--- src/rtl/dcache_wshr_issue_ctrl_pkg.sv ---
// Shared dcache definitions for the WSHR issue controller: geometry
// derived from the dcache defines and the controller state encoding.

`ifndef DCACHE_SETIDXBITS
`define DCACHE_SETIDXBITS 6
`endif
`ifndef DCACHE_TAGBITS
`define DCACHE_TAGBITS 20
`endif
`ifndef DCACHE_WSHR_ENTRY
`define DCACHE_WSHR_ENTRY 4
`endif

package dcache_wshr_issue_ctrl_pkg;

  localparam int unsigned DCACHE_BADDR_W    = `DCACHE_SETIDXBITS + `DCACHE_TAGBITS;
  localparam int unsigned DCACHE_WSHR_DEPTH = `DCACHE_WSHR_ENTRY;
  localparam int unsigned DCACHE_WSHR_IDX_W =
    (DCACHE_WSHR_DEPTH > 1) ? $clog2(DCACHE_WSHR_DEPTH) : 1;

  typedef enum logic [1:0] {
    IDLE  = 2'd0,
    ISSUE = 2'd1,
    DRAIN = 2'd2,
    DONE  = 2'd3
  } wshr_state_e;

endpackage

--- src/rtl/dcache_wshr_issue_ctrl.sv ---
// Dcache write-miss issue controller: allocates writes into the external
// WSHR, issues one memory write per allocation, pops entries on acknowledge
// and drains all outstanding writes for a fence.

module dcache_wshr_issue_ctrl
  import dcache_wshr_issue_ctrl_pkg::*;
#(
  parameter int unsigned BADDR_W = DCACHE_BADDR_W,
  parameter int unsigned DEPTH   = DCACHE_WSHR_DEPTH,
  parameter int unsigned IDX_W   = (DEPTH > 1) ? $clog2(DEPTH) : 1
) (
  input  logic               clk,
  input  logic               rst,
  input  logic               wr_valid_i,
  output logic               wr_ready_o,
  input  logic [BADDR_W-1:0] wr_blockaddr_i,
  input  logic               fence_valid_i,
  output logic               fence_ready_o,
  output logic               fence_done_o,
  output logic               wshr_push_valid_o,
  input  logic               wshr_push_ready_i,
  output logic [BADDR_W-1:0] wshr_push_blockaddr_o,
  input  logic               wshr_conflict_i,
  input  logic [IDX_W-1:0]   wshr_pushed_idx_i,
  input  logic               wshr_empty_i,
  output logic               wshr_pop_valid_o,
  output logic [IDX_W-1:0]   wshr_pop_idx_o,
  output logic               mem_req_valid_o,
  input  logic               mem_req_ready_i,
  output logic [BADDR_W-1:0] mem_req_blockaddr_o,
  output logic [IDX_W-1:0]   mem_req_source_o,
  input  logic               mem_rsp_valid_i,
  input  logic [IDX_W-1:0]   mem_rsp_source_i,
  output logic               busy_o,
  output logic               err_o
);

  wshr_state_e        state_q;
  logic [DEPTH-1:0]   outst_q;
  logic [DEPTH-1:0]   outst_d;
  logic [BADDR_W-1:0] addr_q;
  logic [IDX_W-1:0]   idx_q;
  logic               err_q;

  logic               accept;
  logic               rsp_hit;
  logic [DEPTH-1:0]   rsp_onehot;
  logic [DEPTH-1:0]   push_onehot;

  // Handshake decode; strobes to the WSHR are masked while reset is held
  always_comb begin
    rsp_onehot  = DEPTH'(1) << mem_rsp_source_i;
    push_onehot = DEPTH'(1) << wshr_pushed_idx_i;
    rsp_hit     = mem_rsp_valid_i & (|(outst_q & rsp_onehot));
    accept      = !rst && (state_q == IDLE) && !fence_valid_i && wr_valid_i
                  && wshr_push_ready_i && !wshr_conflict_i;
  end

  // Outstanding mask: clear on acknowledge first, so a same-index push wins
  always_comb begin
    outst_d = outst_q;
    if (rsp_hit) begin
      outst_d = outst_d & ~rsp_onehot;
    end
    if (accept) begin
      outst_d = outst_d | push_onehot;
    end
  end

  // Controller FSM with latched request fields and sticky error flag
  always_ff @(posedge clk) begin
    if (rst) begin
      state_q <= IDLE;
      outst_q <= '0;
      addr_q  <= '0;
      idx_q   <= '0;
      err_q   <= 1'b0;
    end else begin
      outst_q <= outst_d;
      if (mem_rsp_valid_i && !rsp_hit) begin
        err_q <= 1'b1;
      end
      unique case (state_q)
        IDLE: begin
          if (fence_valid_i) begin
            state_q <= DRAIN;
          end else if (accept) begin
            addr_q  <= wr_blockaddr_i;
            idx_q   <= wshr_pushed_idx_i;
            state_q <= ISSUE;
          end
        end
        ISSUE: begin
          if (mem_req_ready_i) begin
            state_q <= IDLE;
          end
        end
        DRAIN: begin
          if ((outst_q == '0) && wshr_empty_i) begin
            state_q <= DONE;
          end
        end
        DONE: begin
          state_q <= IDLE;
        end
        default: state_q <= IDLE;
      endcase
    end
  end

  // Output drive: status from registered state, strobes from the decode above
  always_comb begin
    wr_ready_o            = accept;
    wshr_push_valid_o     = accept;
    wshr_push_blockaddr_o = wr_blockaddr_i;
    fence_ready_o         = !rst && (state_q == IDLE);
    fence_done_o          = (state_q == DONE);
    wshr_pop_valid_o      = !rst && rsp_hit;
    wshr_pop_idx_o        = (!rst && rsp_hit) ? mem_rsp_source_i : '0;
    mem_req_valid_o       = (state_q == ISSUE);
    mem_req_blockaddr_o   = addr_q;
    mem_req_source_o      = idx_q;
    busy_o                = (state_q != IDLE) || (outst_q != '0);
    err_o                 = err_q;
  end

endmodule

--- config.mk ---
export PLATFORM = sky130hd
export DESIGN_NAME = dcache_wshr_issue_ctrl
export DESIGN_NICKNAME = d
export VERILOG_FILES = /design/src/rtl/dcache_wshr_issue_ctrl_pkg.sv /design/src/rtl/dcache_wshr_issue_ctrl.sv
export SDC_FILE = /design/constraint.sdc
export NUM_CORES = 1
export LEC_CHECK = 0
export ABC_CLOCK_PERIOD_IN_PS = 3700
export CAP_MARGIN = 20
export CORE_UTILIZATION = 30
export CTS_BUF_LIST = sky130_fd_sc_hd__clkbuf_2
export DETAILED_ROUTE_END_ITERATION = 7
export GPL_TIMING_DRIVEN = 0
export PLACE_DENSITY = 0.76
export SETUP_SLACK_MARGIN = 0.02
export SYNTH_ARGS = -nofsm -noshare
export SYNTH_HDL_FRONTEND = slang
export SYNTH_SLANG_ARGS = --single-unit
--- constraint.sdc ---
create_clock -name clk -period 3.7 [get_ports clk]
set_input_delay 0.37 -clock clk [delete_from_list [all_inputs] [get_ports clk]]
set_output_delay 0.37 -clock clk [all_outputs]
set_load 0.02 [all_outputs]
==> out/summary.txt <==
P per Cell Area: 274.8 mW/mm2
Sw Pwr: 230.5 uW
Peak VDD IR: 133.6 uV
Dpl hpwl: 3819 um
#FFs+latches synth: 35
Final core occ: 0.5320
Comb pwr share: 0.279
Largest area contributor in the netlist: dfxtp_1
Vias in the first global route: 1754
Sw Share: 0.3009
Initial DRC Count: 76
GRT Resource Usage Total: 0.1789
Setup repair after global routing missed its margin: false
Footprint of the multi-input gates: 684.4 um2
Nets: 350
Ys Warns: 0
# setup viols final: 0
Fmax: 330.7 MHz
Chip Height: 76.70 um
Hold Path Class: input pin to flop
Internal power: 535.4 uW
Number of distinct library cells after synthesis: 30
Die area: 0.005883 mm2
First-pass GRT wire length: 8431 um
Top cells by area, synth: dfxtp_1 42%, buf_4 12%, a21oi_1 9.6%, nand3_1 8.7%, o21ai_0 8.1%
Average size of a mapped cell: 8.166 um2
Flop2flop setup slack: 2.17 ns
Fin crit share: 0.8173
Drt drc: 0
Initial antenna violation count: 0
Post-synthesis cell area: 0.001674 mm2
Status: finished, final reports clean
Setup slack after layout: 0.6759 ns
Layout cells sized above 1: 0.1286
Worst-case reg-to-reg path depth: 4
CTS Buf Count: 5
CTS resizes: 0
Port buffer count: 99
Sequential power share: 0.510
CTS H-tree lvls: 2
Wire per inst: 13.47 um
Reg clk slew, reported paths: 0.17 ns
Row count: 26
Synth Instances: 205
Via-to-Cell Ratio: 4.814
Largest net degree at the start of global routing: 11
Syn nets: 244
Skew final: 0.01024 ns
Grt ovf: 0
WS Path Type: input pin to output pin
Starting Density: 0.3196
Crit start category: input pin
Final hold vios: 0
Area growth, synth to finish: 66.44%
Post-CTS Hold Fix Bufs: 0
Leak: 0.9882 nW
Hold_sp: rst
Clk buf depth: 2
Slew HR: 0.6720
Initial DRT Pass Iterations: 4
Via count: 1834
Die W: 76.70 um
Max-slew violation count: 0
Share of the yosys chip area belonging to registers: 0.4185
Worst Hold Path Cells: 2
Final Wtd Congestion: 0.7191
WP data required: 3.33 ns
Final min period: 3.024 ns
Setup Buffers After CTS: 0
Yosys top cell area share: 0.4185
Worst slew pin tran: 0.4919 ns
Clk root buf: clkbuf_2
CP endpoint: wshr_push_valid_o
Setup slack at placement: 0.6789 ns
Max-cap violations: 0
Core ar.: 0.005238 mm2
Setup_tns: 0 ns
Clock latency on the worst-skew pair: 0.37 ns
CP max FO: 10
Reg2reg start: state_q[0]
Critical path startpoint: wshr_push_ready_i
Num ports: 103
# diodes: 0
CP arrival: 2.65 ns
CTS sink count: 35
TritonCTS clock tree: done
# fillers: 513
WL final: 5131 um
Register Area: 700.7 um2
Antenna Nets Post-Route: 0
RR Endpoint: state_q[0]
Endpoint type of the worst setup path: output pin
Clk pwr share: 0.210
worst min-delay path by stage:
| stage | end |
|---|---|
| floorplan | outst_q[0] |
| global placement | mem_req_blockaddr_o[23] |
| detailed placement | mem_req_blockaddr_o[18] |
| CTS | mem_req_blockaddr_o[13] |
| global route | mem_req_blockaddr_o[12] |
| finish | mem_req_blockaddr_o[15] |
power groups by stage:
stage | registers, mW | clock network, mW | logic [mW]
after floorplan | 0.406 | 0 | 0.0976
after global placement | 0.399 | 0 | 0.212
after detailed placement | 0.399 | 0 | 0.215
after CTS | 0.391 | 0.170 | 0.216
after global routing | 0.393 | 0.182 | 0.230
final | 0.391 | 0.161 | 0.214
cells in the mapped netlist:
library cell	count
o31ai_1	1
o21ba_2	1
buf_2	3
inv_1	1
buf_6	1
nand4b_1	3
nor2b_1	1
clkbuf_1	15
nor4b_1	2
buf_4	27
dfxtp_1	35
nor3_1	1
nor2_1	5
nand3_1	29
mux4_2	1
mux2i_1	2
nand4bb_1	1
nor4bb_1	1
a31oi_1	1
nor4_1	1
nand2b_1	1
a21oi_1	32
and2_1	1
or2_4	1
o21ai_1	3
nor3b_1	1
o21ai_0	27
nand2_1	5
or4_1	1
nand4_1	1
flip-flops by register name, summed over array words and instances, names as in the netlist:
register,count
outst_q,4
state_q,2
mem_req_source_o,2
mem_req_blockaddr_o,26
err_o,1
layout make-up:
cell class | instances | area share
Timing Repair Buffer | 99 | 0.3556
Multi-Input combinational cell | 123 | 0.2456
Tap cell | 70 | 0.03143
Sequential cell | 35 | 0.2515
Clock buffer | 5 | 0.008981
Buffer | 46 | 0.1024
Clock inverter | 2 | 0.003143
Inverter | 1 | 0.001347
placed cells by master (no fill, tap or decap), types with 3 or more instances in the layout:
master,count
clkdlybuf4s50_1,99
dfxtp_1,35
a21oi_1,32
nand3_1,29
o21ai_0,27
buf_4,27
clkbuf_1,15
nor2_1,5
nand2_1,5
clkbuf_2,5
buf_2,3
o21ai_1,3
nand4b_1,3
per-layer routing:
layer / share of wire / GRT usage / up-vias
met3: 0.066 / 0.05595 / 6
li1: - / - / 913
met2: 0.49 / 0.3152 / 63
met4: 0.0080 / 0.04808 / 0
met5: 0 / 0 / -
met1: 0.43 / 0.2069 / 852
through the flow:
stage | area [um2] | hold slack (ns) | cells | total power [mW]
detailed placement | 2753 | 0.4658 | 374 | 0.6140
global route | 2786 | 0.3845 | 381 | 0.8052
finish | 2786 | 0.3957 | 381 | 0.7658
floorplan | 1674 | 0.4542 | 205 | 0.5031
CTS | 2786 | 0.3627 | 381 | 0.7776
global placement | 2753 | 0.4608 | 374 | 0.6110
critical path, cell delays in order:
cell	delay (ns)
clkdlybuf4s50_1	0.48
nor4bb_1	0.28
clkbuf_1	0.21
buf_2	0.26
nand2_1	0.12
nor2_1	0.21
buf_4	0.14
clkdlybuf4s50_1	0.58
logic make-up after synthesis:
group | after synthesis | share of synthesized area
AND/OR/NAND/NOR | 55 | 0.1839
flip-flops | 35 | 0.4185
buffers and inverters | 47 | 0.1726
multiplexers | 3 | 0.02541
AO/OA/AOI/OAI | 65 | 0.1996
No activity file was read; power rests on OpenSTA's default activity.
